### config.mk
export PLATFORM = sky130hd
export DESIGN_NAME = store_buffer_flat
export DESIGN_NICKNAME = d
export VERILOG_FILES = /design/src/rtl/store_buffer_pkg.sv /design/src/rtl/store_buffer_if.sv /design/src/rtl/store_fifo.sv /design/src/rtl/store_buffer.sv /design/src/flat_wrapper.sv
export SDC_FILE = /design/constraint.sdc
export NUM_CORES = 1
export LEC_CHECK = 0
export BUFFER_PORTS_ARGS = -buffer_cell sky130_fd_sc_hd__buf_2
export CAP_MARGIN = 20
export CELL_PAD_IN_SITES_DETAIL_PLACEMENT = 2
export CELL_PAD_IN_SITES_GLOBAL_PLACEMENT = 2
export CORE_UTILIZATION = 40
export CTS_CLUSTER_DIAMETER = 200
export DETAILED_ROUTE_END_ITERATION = 8
export PLACE_DENSITY_LB_ADDON = 0.1
export SETUP_SLACK_MARGIN = 0.15
export SKIP_LAST_GASP = 1
export SLEW_MARGIN = 10
export SYNTH_ARGS = -nofsm -noshare
export SYNTH_HDL_FRONTEND = slang
export SYNTH_SLANG_ARGS = --single-unit
### constraint.sdc
create_clock -name clk -period 4.3 [get_ports clk]
set_input_delay 0 -clock clk [delete_from_list [all_inputs] [get_ports clk]]
set_output_delay 0 -clock clk [all_outputs]
set_load 0.1 [all_outputs]
### src/rtl/store_buffer_pkg.sv
// Shared types and default constants for the posted-write store buffer.
// Latency: n/a (declarations only).
// Backpressure: n/a (declarations only).
package store_buffer_pkg;

    localparam int          SB_DEPTH     = 4;
    localparam logic [31:0] SB_DONE_ADDR = 32'd45600;
    localparam logic [31:0] SB_DONE_DATA = 32'd7;

    // One buffered store: the address travels with its data.
    typedef struct packed {
        logic [31:0] addr;
        logic [31:0] data;
    } store_entry_t;

    // Occupancy counters need one extra bit so that "full" is representable.
    function automatic int sb_count_w(input int depth);
        return $clog2(depth) + 1;
    endfunction

endpackage

### src/rtl/store_buffer_if.sv
// Core-side store strobe plus memory-side valid/ready drain port of the store buffer.
// Latency: n/a (wiring only).
// Backpressure: Stall toward the core, mem_ready from memory.
interface store_buffer_if
    import store_buffer_pkg::*;
#(
    parameter int DEPTH = SB_DEPTH
);
    localparam int CW = sb_count_w(DEPTH);

    logic          MemWrite;
    logic [31:0]   ALUResult;
    logic [31:0]   WriteData;
    logic          Stall;
    logic          mem_valid;
    logic [31:0]   mem_addr;
    logic [31:0]   mem_data;
    logic          mem_ready;
    logic [CW-1:0] Count;
    logic          Overflow;
    logic          Done;

    // Environment side: the core issuing stores and the memory accepting them.
    modport master (
        output MemWrite, ALUResult, WriteData, mem_ready,
        input  Stall, mem_valid, mem_addr, mem_data, Count, Overflow, Done
    );

    // Buffer side.
    modport slave (
        input  MemWrite, ALUResult, WriteData, mem_ready,
        output Stall, mem_valid, mem_addr, mem_data, Count, Overflow, Done
    );
endinterface

### src/rtl/store_fifo.sv
// Generic synchronous FIFO of store entries with extra-MSB wrap pointers.
// Latency: a pushed entry is visible at the head one cycle after the push edge (no bypass).
// Backpressure: push ignored when full, pop ignored when empty; full/empty are registered-state decodes.
module store_fifo
    import store_buffer_pkg::*;
#(
    parameter int DEPTH = SB_DEPTH
) (
    input  logic                    i_clk,
    input  logic                    i_rst_n,
    input  logic                    i_push,
    input  store_entry_t            i_push_dat,
    input  logic                    i_pop,
    output store_entry_t            o_head_dat,
    output logic                    o_full,
    output logic                    o_empty,
    output logic [$clog2(DEPTH):0]  o_count
);
    localparam int AW = $clog2(DEPTH);

    logic [AW:0]  r_wr_ptr;
    logic [AW:0]  r_rd_ptr;
    store_entry_t r_mem [DEPTH];

    logic w_push;
    logic w_pop;

    // Same index with opposite lap bit means the writer is a full lap ahead.
    assign o_full  = (r_wr_ptr[AW] != r_rd_ptr[AW]) &&
                     (r_wr_ptr[AW-1:0] == r_rd_ptr[AW-1:0]);
    assign o_empty = (r_wr_ptr == r_rd_ptr);
    assign o_count = r_wr_ptr - r_rd_ptr;

    assign w_push = i_push && !o_full;
    assign w_pop  = i_pop && !o_empty;

    assign o_head_dat = r_mem[r_rd_ptr[AW-1:0]];

    // Pointer advance; reset empties the FIFO and discards any pending entries.
    always_ff @(posedge i_clk or negedge i_rst_n) begin
        if (!i_rst_n) begin
            r_wr_ptr <= '0;
            r_rd_ptr <= '0;
        end else begin
            if (w_push) r_wr_ptr <= r_wr_ptr + 1'b1;
            if (w_pop)  r_rd_ptr <= r_rd_ptr + 1'b1;
        end
    end

    // Storage write; contents are don't-care until covered by the pointers.
    always_ff @(posedge i_clk) begin
        if (w_push) r_mem[r_wr_ptr[AW-1:0]] <= i_push_dat;
    end

endmodule

### src/rtl/store_buffer.sv
// Posted-write buffer: captures core stores and drains them in order to memory; optional
// completion-store flag under `STORE_BUFFER_DONE_EN. Latency: 1 cycle store-to-mem_valid when empty.
// Backpressure: Stall (registered full) to the core; head held stable while mem_valid && !mem_ready.
module store_buffer
    import store_buffer_pkg::*;
#(
    parameter int          DEPTH     = SB_DEPTH,
    parameter logic [31:0] DONE_ADDR = SB_DONE_ADDR,
    parameter logic [31:0] DONE_DATA = SB_DONE_DATA
) (
    input  logic            clk,
    input  logic            reset,
    store_buffer_if.slave   sb
);
    localparam int CW = sb_count_w(DEPTH);

    store_entry_t  w_push_entry;
    store_entry_t  w_head;
    logic          w_full;
    logic          w_empty;
    logic          w_push_acc;
    logic [CW-1:0] w_count;
    logic          r_overflow;

    assign w_push_entry = '{addr: sb.ALUResult, data: sb.WriteData};
    assign w_push_acc   = sb.MemWrite && !w_full;

    store_fifo #(
        .DEPTH (DEPTH)
    ) u_fifo (
        .i_clk      (clk),
        .i_rst_n    (reset),
        .i_push     (sb.MemWrite),
        .i_push_dat (w_push_entry),
        .i_pop      (sb.mem_ready),
        .o_head_dat (w_head),
        .o_full     (w_full),
        .o_empty    (w_empty),
        .o_count    (w_count)
    );

    assign sb.Stall     = w_full;
    assign sb.mem_valid = !w_empty;
    assign sb.mem_addr  = w_head.addr;
    assign sb.mem_data  = w_head.data;
    assign sb.Count     = w_count;
    assign sb.Overflow  = r_overflow;

    // Sticky overflow: a store presented while full is dropped, even if a pop frees a slot that cycle.
    always_ff @(posedge clk or negedge reset) begin
        if (!reset) begin
            r_overflow <= 1'b0;
        end else if (sb.MemWrite && w_full) begin
            r_overflow <= 1'b1;
        end
    end

`ifdef STORE_BUFFER_DONE_EN
    logic r_done;

    assign sb.Done = r_done;

    // Sticky completion flag, set when the magic store is actually accepted into the buffer.
    always_ff @(posedge clk or negedge reset) begin
        if (!reset) begin
            r_done <= 1'b0;
        end else if (w_push_acc && (sb.ALUResult == DONE_ADDR) && (sb.WriteData == DONE_DATA)) begin
            r_done <= 1'b1;
        end
    end
`else
    logic w_unused_push_acc;

    // Completion detection compiled out entirely.
    assign sb.Done           = 1'b0;
    assign w_unused_push_acc = w_push_acc;
`endif

endmodule

### src/flat_wrapper.sv
// flat-port wrapper written by rule: the top's interface ports become plain ports
module store_buffer_flat import store_buffer_pkg::*;
#(
    parameter int          DEPTH     = SB_DEPTH,
    parameter logic [31:0] DONE_ADDR = SB_DONE_ADDR,
    parameter logic [31:0] DONE_DATA = SB_DONE_DATA
)
  (clk, reset, sb_MemWrite, sb_ALUResult, sb_WriteData, sb_mem_ready, sb_Stall, sb_mem_valid, sb_mem_addr, sb_mem_data, sb_Count, sb_Overflow, sb_Done);
  store_buffer_if #(.DEPTH(DEPTH)) sb_i ();
  input  logic clk;
  input  logic reset;
  input wire logic [$bits(sb_i.MemWrite)-1:0] sb_MemWrite;
  input wire logic [$bits(sb_i.ALUResult)-1:0] sb_ALUResult;
  input wire logic [$bits(sb_i.WriteData)-1:0] sb_WriteData;
  input wire logic [$bits(sb_i.mem_ready)-1:0] sb_mem_ready;
  output wire logic [$bits(sb_i.Stall)-1:0] sb_Stall;
  output wire logic [$bits(sb_i.mem_valid)-1:0] sb_mem_valid;
  output wire logic [$bits(sb_i.mem_addr)-1:0] sb_mem_addr;
  output wire logic [$bits(sb_i.mem_data)-1:0] sb_mem_data;
  output wire logic [$bits(sb_i.Count)-1:0] sb_Count;
  output wire logic [$bits(sb_i.Overflow)-1:0] sb_Overflow;
  output wire logic [$bits(sb_i.Done)-1:0] sb_Done;
  assign sb_i.MemWrite = sb_MemWrite;
  assign sb_i.ALUResult = sb_ALUResult;
  assign sb_i.WriteData = sb_WriteData;
  assign sb_i.mem_ready = sb_mem_ready;
  assign sb_Stall = sb_i.Stall;
  assign sb_mem_valid = sb_i.mem_valid;
  assign sb_mem_addr = sb_i.mem_addr;
  assign sb_mem_data = sb_i.mem_data;
  assign sb_Count = sb_i.Count;
  assign sb_Overflow = sb_i.Overflow;
  assign sb_Done = sb_i.Done;
  store_buffer #(.DEPTH(DEPTH), .DONE_ADDR(DONE_ADDR), .DONE_DATA(DONE_DATA)) u_core (.clk(clk), .reset(reset), .sb(sb_i));
endmodule
==> flow_summary.toml <==
[worst_hold_path]
hold_end = "u_core.u_fifo.r_mem[0][10]"
worstHoldStart = "sb_WriteData[10]"
holdCritPathClass = "input port to register"
hold_path_depth = 2

[timing]
slew_viol_final = 0
fin_setup_tns_ns = 0
finalCriticalPeriod_ns = 3.137
finalSetupViolCount = 0
finalCritPeriodShare_pct = 72.94
relSlewSlack_pct = 29.37
finalHoldViolations = 0
rsz0062_at_grt = "no"
setup_ws_ns = 1.163
skew_ns = 0.01438
tightest_slew_ns = 1.059
max_freq_ghz = 0.3188

[placement]
pre_cts_slack_ns = 1.600
place_congestion = 0.6709
port_buffers = 137
dp_hpwl_um = 11870
place_inst = 828

[yosys]
synth_top_area_share_pct = 79.15
yosys_warnings = 0
synth.avg_cell_area_um2 = 25.36
syn_nets = 459
synth_seq_cells = 263
synthArstFlopShare_pct = 2.662
yosys-top-cells-area = "edfxtp_1 (79%), mux4_2 (15%), dfrtp_1 (1.8%)"
seq_area_frac_synth_pct = 80.96
synth-edff-count = 256
netlist_area_um2 = 9712
synth_flop_cell = "edfxtp_1"
yosys.area.top_type = "edfxtp_1"
postSynthCellCount = 383
synthDistinctLibCells = 23

[clock_tree]
cts_tree = "yes"
cts_buffer_depth = 3
numCtsBuffers = 28
root_buffer = "clkbuf_16"
clock_latency_ns = 0.53
path_clk_slew_ns = 0.06
cts.sinks = 263
post_cts_buffers = 0
htreeDepth = 1

[die]
fp.dieW_um = 157.8
rows = 56
pin_count = 139
initial_utilization_pct = 41.13
die_area_um2 = 24910
fp.dieH_um = 157.8
core_region_area_um2 = 23610

[global_route]
grt_pass1_wl_um = 31930
grt_pass1_vias = 5304
grt_max_degree = 68
grt_overflow = 0
grtUsageTotal_pct = 17.54
antenna_found_initial = 1

[setup_path]
path_delay_family = "buffers and inverters"
worstReg2RegEnd = "u_core.u_fifo.r_mem[0][23]"
regToRegStartpoint = "u_core.u_fifo.r_wr_ptr[0]"
critical_path_buf_inv_count = 3
worst_path_max_delay_cell = "buf_4"
cp_data_arrival_time_ns = 3.14
cp_cell_sequence = "buf_4 > buf_4 > mux4_2 > buf_2"
max_stage_delay_ns = 0.72
cpMostUsedCell = "buf_4"
reg2reg_slack_ns = 1.71
cp-end-kind = "output port"
ff2ff_path_depth = 5
worst_setup_path_start_kind = "register"
critPathKind = "register to output port"
required_ns = 4.30
crit_fanout = 36

[drt]
wire_per_inst_um = 22.25
drt-initial-drc-count = 184
ant_nets = 0
first_pass_iters = 4
drc = 0
viasPerCell = 4.968
vias = 4705
wl_um = 21070

[final_layout]
final_cell_count_no_fill = 947
drive_gt1_share_pct = 40.51
fillerInstances = 2056
nets = 683
syn_to_final_growth_pct = 26.46

[status]
status = "completed"

[run]
maxCapViolations = 0
-- cells in the final DEF (no fill, tap or decap), types with 3 or more instances in the layout --
cell type      netlist  routed
and3_4               0       4
buf_2                6     137
buf_4                7       3
clkbuf_1             2       6
clkbuf_16            0      29
clkinv_1             0       6
clkinv_2             0       7
dfrtp_1              7       5
dlygate4sd3_1        0      68
edfxtp_1           256     256
ha_1                 7       7
inv_1                8       8
mux4_2              64      64
nand2_1              5       5
xnor2_1              3       3
-- worst max-delay path by stage --
stage,from,to,slack [ns],depth (start not counted)
final,u_core.u_fifo.r_rd_ptr[0],sb_mem_data[27],1.16,4
after global placement,u_core.u_fifo.r_rd_ptr[0],sb_mem_addr[22],1.60,4
after detailed placement,u_core.u_fifo.r_rd_ptr[0],sb_mem_addr[22],1.60,4
after global routing,u_core.u_fifo.r_rd_ptr[0],sb_mem_data[27],0.90,4
after CTS,u_core.u_fifo.r_rd_ptr[0],sb_mem_addr[22],1.04,4
after floorplan,u_core.u_fifo.r_rd_ptr[1],u_core.u_fifo.r_mem[1][0],0.88,7
-- state kept, by name, summed over array words and instances, names as in the netlist --
register / cells
u_core.u_fifo.r_mem: 256
u_core.u_fifo.r_rd_ptr: 3
u_core.u_fifo.r_wr_ptr: 3
u_core.sb.Overflow: 1
-- cell usage after synthesis (2+ instances only) --
cell	count
mux4_2	64
xnor2_1	3
buf_4	7
o21ai_0	2
clkbuf_1	2
dfrtp_1	7
nand2_1	5
inv_1	8
edfxtp_1	256
and3_1	4
buf_2	6
ha_1	7
mux2_2	2
-- what timing repair did --
item	in CTS	in global routing
hold endpoints to repair	269	0
resized for setup	0	0
hold buffers	68	0
-- per-stage QoR --
stage	instance area, um2	utilization, %	hold slack (ns)
3_5_place_dp	10780	45.64	-0.1498
6_report	12280	52.01	0.2171
3_3_place_gp	10780	45.64	-0.1512
4_1_cts	12280	52.00	0.1950
5_1_grt	12280	52.01	0.2127
2_1_floorplan	9712	-	-0.2956
-- cell type report --
| class | count | area, um2 | share of cell area, % |
|---|---|---|---|
| inverter | 8 | 30.03 | 0.2445 |
| timing repair buffer | 209 | 1409 | 11.47 |
| antenna | 1 | 2.502 | 0.02037 |
| sequential | 263 | 7870 | 64.08 |
| multi-input combinational | 97 | 1749 | 14.24 |
| clock inverter | 15 | 73.82 | 0.6011 |
| tap | 319 | 399.1 | 3.250 |
| clock buffer | 35 | 748.2 | 6.092 |
-- metal layers --
| metal | track usage, % | up-vias | part of all wire, % |
|---|---|---|---|
| met5 | 0 | - | 0 |
| met4 | 4.808 | 0 | 2.1 |
| met3 | 3.832 | 29 | 4.8 |
| met2 | 31.17 | 123 | 51 |
| met1 | 21.54 | 2479 | 42 |
| li1 | - | 2074 | - |
-- kinds of logic after synthesis --
family                     count (synthesis)  synth area share, %
AOI/OAI and AO/OA                          5               0.3221
xor gates and xnor gates                   4               0.4381
adders and majority gates                  8                1.108
buffers and inverters                     23                1.237
DFF                                      263                80.96
muxes                                     68                15.33
other                                      1              0.03861
and+or+nand+nor                           11               0.5668
Power is not shown: default switching activity piles up to over one toggle a cycle in this logic, so the estimate is an artifact.
